## src/rtl/fifo_vc_bank.sv

```systemverilog
// Four independent virtual-channel FIFOs with per-VC and aggregate status flags.
// Optional FIFO_VC_OCC_EN exposes the per-VC occupancy counts as an output port.
module fifo_vc_bank #(
    parameter int DATA_W = 10,
    parameter int DEPTH  = 8,
    parameter int PTR_W  = 3,
    parameter int AF_TH  = 6,
    parameter int AE_TH  = 1
) (
    input  logic                  clk,
    input  logic                  reset_L,
    input  logic                  push,
    input  logic [1:0]            push_vc,
    input  logic [DATA_W-1:0]     data_in,
    input  logic                  pop,
    input  logic [1:0]            pop_vc,
    output logic [DATA_W-1:0]     data_out,
    output logic                  valid_out,
    output logic [3:0]            full,
    output logic [3:0]            empty,
    output logic [3:0]            almost_full_vc,
    output logic [3:0]            almost_empty_vc,
    output logic                  almost_full,
    output logic                  almost_empty,
    output logic                  overflow_err,
`ifdef FIFO_VC_OCC_EN
    output logic [4*(PTR_W+1)-1:0] occupancy,
`endif
    output logic                  underflow_err
);
    localparam int CW = PTR_W + 1;

    logic [DATA_W-1:0] mem_q [4][DEPTH];

    logic [3:0][PTR_W-1:0] wr_ptr_q, wr_ptr_d;
    logic [3:0][PTR_W-1:0] rd_ptr_q, rd_ptr_d;
    logic [3:0][CW-1:0]    cnt_q, cnt_d;
    logic [DATA_W-1:0]     data_q, data_d;
    logic                  valid_q, valid_d;
    logic                  ovf_q, ovf_d;
    logic                  unf_q, unf_d;

    logic pop_acc;
    logic push_acc;

    always_comb begin
        for (int i = 0; i < 4; i++) begin
            full[i]            = (cnt_q[i] == CW'(DEPTH));
            empty[i]           = (cnt_q[i] == '0);
            almost_full_vc[i]  = (cnt_q[i] >= CW'(AF_TH));
            almost_empty_vc[i] = (cnt_q[i] <= CW'(AE_TH));
        end
    end

    assign almost_full  = |almost_full_vc;
    assign almost_empty = almost_empty_vc[pop_vc];

    // A full VC still takes a push when the same cycle frees a slot on it.
    assign pop_acc  = pop && !empty[pop_vc];
    assign push_acc = push && (!full[push_vc] ||
                               (pop_acc && (pop_vc == push_vc)));

    always_comb begin
        wr_ptr_d = wr_ptr_q;
        rd_ptr_d = rd_ptr_q;
        cnt_d    = cnt_q;
        for (int i = 0; i < 4; i++) begin
            logic inc;
            logic dec;
            inc = push_acc && (push_vc == 2'(i));
            dec = pop_acc && (pop_vc == 2'(i));
            if (inc) wr_ptr_d[i] = wr_ptr_q[i] + PTR_W'(1);
            if (dec) rd_ptr_d[i] = rd_ptr_q[i] + PTR_W'(1);
            if (inc && !dec) cnt_d[i] = cnt_q[i] + CW'(1);
            if (dec && !inc) cnt_d[i] = cnt_q[i] - CW'(1);
        end
    end

    always_comb begin
        data_d  = data_q;
        valid_d = pop_acc;
        if (pop_acc) data_d = mem_q[pop_vc][rd_ptr_q[pop_vc]];
        ovf_d = ovf_q | (push && !push_acc);
        unf_d = unf_q | (pop && !pop_acc);
    end

    always_ff @(posedge clk or negedge reset_L) begin
        if (!reset_L) begin
            wr_ptr_q <= '0;
            rd_ptr_q <= '0;
            cnt_q    <= '0;
            data_q   <= '0;
            valid_q  <= 1'b0;
            ovf_q    <= 1'b0;
            unf_q    <= 1'b0;
        end else begin
            wr_ptr_q <= wr_ptr_d;
            rd_ptr_q <= rd_ptr_d;
            cnt_q    <= cnt_d;
            data_q   <= data_d;
            valid_q  <= valid_d;
            ovf_q    <= ovf_d;
            unf_q    <= unf_d;
        end
    end

    // Storage is not reset; stale words are unreachable once pointers clear.
    always_ff @(posedge clk) begin
        if (push_acc) mem_q[push_vc][wr_ptr_q[push_vc]] <= data_in;
    end

    assign data_out      = data_q;
    assign valid_out     = valid_q;
    assign overflow_err  = ovf_q;
    assign underflow_err = unf_q;
`ifdef FIFO_VC_OCC_EN
    assign occupancy     = cnt_q;
`endif
endmodule
```

## config.mk

```make
export PLATFORM = sky130hd
export DESIGN_NAME = fifo_vc_bank
export DESIGN_NICKNAME = d
export VERILOG_FILES = /design/src/rtl/fifo_vc_bank.sv
export SDC_FILE = /design/constraint.sdc
export NUM_CORES = 1
export LEC_CHECK = 0
export BUFFER_PORTS_ARGS = -buffer_cell sky130_fd_sc_hd__buf_4
export CORE_MARGIN = 2
export CORE_UTILIZATION = 62
export DETAILED_ROUTE_END_ITERATION = 10
export PLACE_DENSITY = 0.89
export REMOVE_ABC_BUFFERS = 1
export SYNTH_ARGS = -nofsm -noshare
export SYNTH_HDL_FRONTEND = slang
export SYNTH_SLANG_ARGS = --single-unit
```

## constraint.sdc

```tcl
create_clock -name clk -period 5.95 [get_ports clk]
set_clock_uncertainty 0.05 [all_clocks]
set_input_delay 0.595 -clock clk [delete_from_list [all_inputs] [get_ports clk]]
set_output_delay 0.595 -clock clk [all_outputs]
set_load 0.1 [all_outputs]
```

==> impl_metrics.csv <==
group,metric,value,unit
die,core_area,25000,um2
clock_network,post_cts_buffers,0,
synth,synth_compound_area_share,2.20,%
timing,relSlewSlack,26.3,%
grt,grt_max_degree,54,
placement,place_hpwl,20.4,mm
synth,synth_top_family_by_area,"multiplexers",
status,run_status,"complete, no violations",
critical_path,rr_endpoint,"mem_q[1][75]",
final_layout,finalNonFillerCells,1237,
grt,antenna_found_initial,0,
critical_path,ff2ff_setup_slack,2450,ps
synth,synth.top_cells.by_count,"320 x edfxtp_1, 84 x mux4_2, 78 x mux2i_1",
timing,final-setup-viol-count,0,
critical_path,worstSetupPathType,"reg2reg",
timing,hold_viol,0,
synth,synthAdderAreaFrac,2.24,%
critical_path,rr_worst_depth,7,
clock_network,cts_hold_buf,0,
die,die_y,163,um
synth,synthMuxAreaShare,17.9,%
synth,yosys.area.top_type_share,61.5,%
synth,syn-cell-area,15600,um2
final_layout,layout.nets,928,
timing,fin_crit_sh,58.8,%
synth,syn_inst,821,
final_layout,areaGrowthSynthToFinish,11.5,%
clock_network,clock_path_buffers,3,
route,via_per_inst,6.67,
placement,io_buffer_count,48,
synth,ys.flop_type,"edfxtp_1",
timing,rsz0062_at_grt,"no",
critical_path,worstPathRequired,6030,ps
route,routed-via-count,8252,
timing,slew_violations,0,
synth,synth_area_per_cell,19.0,um2
power_and_ir_drop,p_leak,0.00607,uW
critical_path,cp.arrival,3580,ps
final_layout,antenna_cells,0,
route,firstDrtPassIters,5,
timing,tightest_slew,1110,ps
clock_network,cts_tree,"done",
route,drc,0,
power_and_ir_drop,power_density,445,nW/um2
critical_path,rr_startpoint,"cnt_q[8]",
final_layout,drive_gt1_share,24.7,%
critical_path,cp_slowest_cell,"nor2_1",
placement,dp.cells,1173,
power_and_ir_drop,vdd_drop_max,0.588,mV
critical_path,critPathLaunchType,"register",
synth,ys_seq_area_share,70.0,%
die,initial_core_util,62.5,%
die,num_rows,58,
synth,synth-seq-cells,373,
hold_path,hold_path_class,"in2async",
critical_path,end_kind,"register",
route,routed_wirelength,34.0,mm
critical_path,cp_max_fo,13,
synth,yosys_warnings,0,
synth,synthTopCellsByArea,"edfxtp_1 62%, mux4_2 12%, dfrtp_1 8.5%, mux2i_1 5.0%, ha_1 2.2%",
clock_network,worstSkewPairLatency,510,ps
synth,synth_top_area_cell,"edfxtp_1",
clock_network,numCtsBuffers,37,
route,wire_per_inst,27.5,um
placement,gp_congestion,0.792,
clock_network,cts_resized,0,
route,drt_iter0_drc,885,
synth,synthXorXnorAreaFrac,1.85,%
die,die_area,26500,um2
synth,synthSimpleGateAreaFrac,3.79,%
clock_network,clkTransAtPathRegs,60,ps
timing,period_needed,3500,ps
synth,synth_most_common_cell,"edfxtp_1",
grt,grt_pass1_vias,8178,
grt,grt_usage,26.8,%
clock_network,cts_root_buffer,"clkbuf_16",
synth,synth_edf_count,320,
die,die_w,163,um
grt,grt_overflow,0,
clock_network,cts_max_level,2,
flow_run,drv_cap,0,
synth,async_reset_ff_share,14.2,%
route,ant_nets,0,
die,ios,49,
grt,grt_pass1_wl,51.8,mm
timing,tns,0,ps
clock_network,cts_sinks,373,
critical_path,cp_cell_sequence,"inv_1 > ha_1 > nor3b_2 > a2111oi_1 > o211a_4 > o211ai_2 > nor2_1",
synth,synth_cell_type_count,46,
critical_path,slowest_delay,900,ps
timing,fmax,0.286,GHz
==> worst max-delay path by stage <==
stage / start / to / slack, ps / depth (start not counted)
floorplan: cnt_q[4] / almost_empty / 1400 / 5
global placement: pop_vc[1] / mem_q[1][74] / 2370 / 6
detailed placement: pop_vc[1] / mem_q[1][75] / 2180 / 6
CTS: cnt_q[8] / mem_q[1][76] / 2480 / 7
global route: cnt_q[8] / mem_q[3][68] / 2270 / 7
finish: cnt_q[8] / mem_q[1][75] / 2450 / 7
==> routing by layer <==
layer	vias to the layer above	global-route usage, %	routed length [um]
met5	-	0	0
met4	0	7.56	966
met3	75	4.28	3360
met2	521	42.1	16500
met1	4274	39.9	13200
li1	3382	-	-
==> worst max-delay path: cells and delay by family, from the launching register on <==
kind / cells / cell delay [ps]
compound gates: 3 / 1170
flops: 1 / 460
buf+inv: 1 / 100
simple gates: 2 / 1100
fa+ha+maj: 1 / 240
==> cell usage in the layout, fill, tap and decap left out, types with 5 or more instances in the layout <==
cell and n:
edfxtp_1 320, mux4_2 84, mux2i_1 78, buf_4 58, dfrtp_1 53, nor2_1 40, clkbuf_16 37, nand2_1 29
ha_1 28, xnor2_1 20, inv_1 15, o21ai_0 15, nor3_1 14, xor2_1 13, mux2_2 10, nand2b_1 6
a21oi_1 5, o21ai_1 5, clkinv_2 5, clkbuf_1 5
==> stage by stage <==
stage / hold WS [ps] / util (%) / total power, uW / instance area [um2] / worst slack [ps]
floorplan: 249 / - / 4890 / 15400 / 1400
global placement: 393 / 65.0 / 5430 / 16200 / 2370
detailed placement: 400 / 65.0 / 5490 / 16200 / 2180
CTS: 125 / 69.8 / 7770 / 17400 / 2480
global route: 152 / 69.8 / 8020 / 17400 / 2270
finish: 94.9 / 69.8 / 7760 / 17400 / 2450
==> registers in the layout (all words and copies together) (netlist names) <==
name	count
rd_ptr_q	12
underflow_err	1
valid_out	1
data_out	10
cnt_q	16
overflow_err	1
mem_q	320
wr_ptr_q	12
==> logic make-up (layout without fill, tap and decap cells) <==
| kind of cell | Yosys count | after routing |
|---|---|---|
| AOI/OAI and AO/OA | 46 | 46 |
| xor gates and xnor gates | 33 | 33 |
| adders and majority gates | 28 | 28 |
| buffers and inverters | 52 | 138 |
| DFF | 373 | 373 |
| muxes | 173 | 173 |
| and+or+nand+nor | 116 | 116 |
==> cell type report <==
class / instances / area (um2)
tap: 330 / 413
multi-input combinational: 396 / 4370
clock inverter: 18 / 189
timing repair buffer: 59 / 447
clock buffer: 46 / 1000
fill: 1489 / 7550
sequential: 373 / 10900
inverter: 15 / 56.3
==> power breakdown <==
part | leakage [uW] | internal [uW] | total [uW] | switching, uW
logic | 0.00198 | 671 | 2160 | 1490
registers | 0.00351 | 3080 | 3300 | 219
clock network | 0.000578 | 1330 | 2300 | 965
No activity file was read; power rests on OpenSTA's default activity.
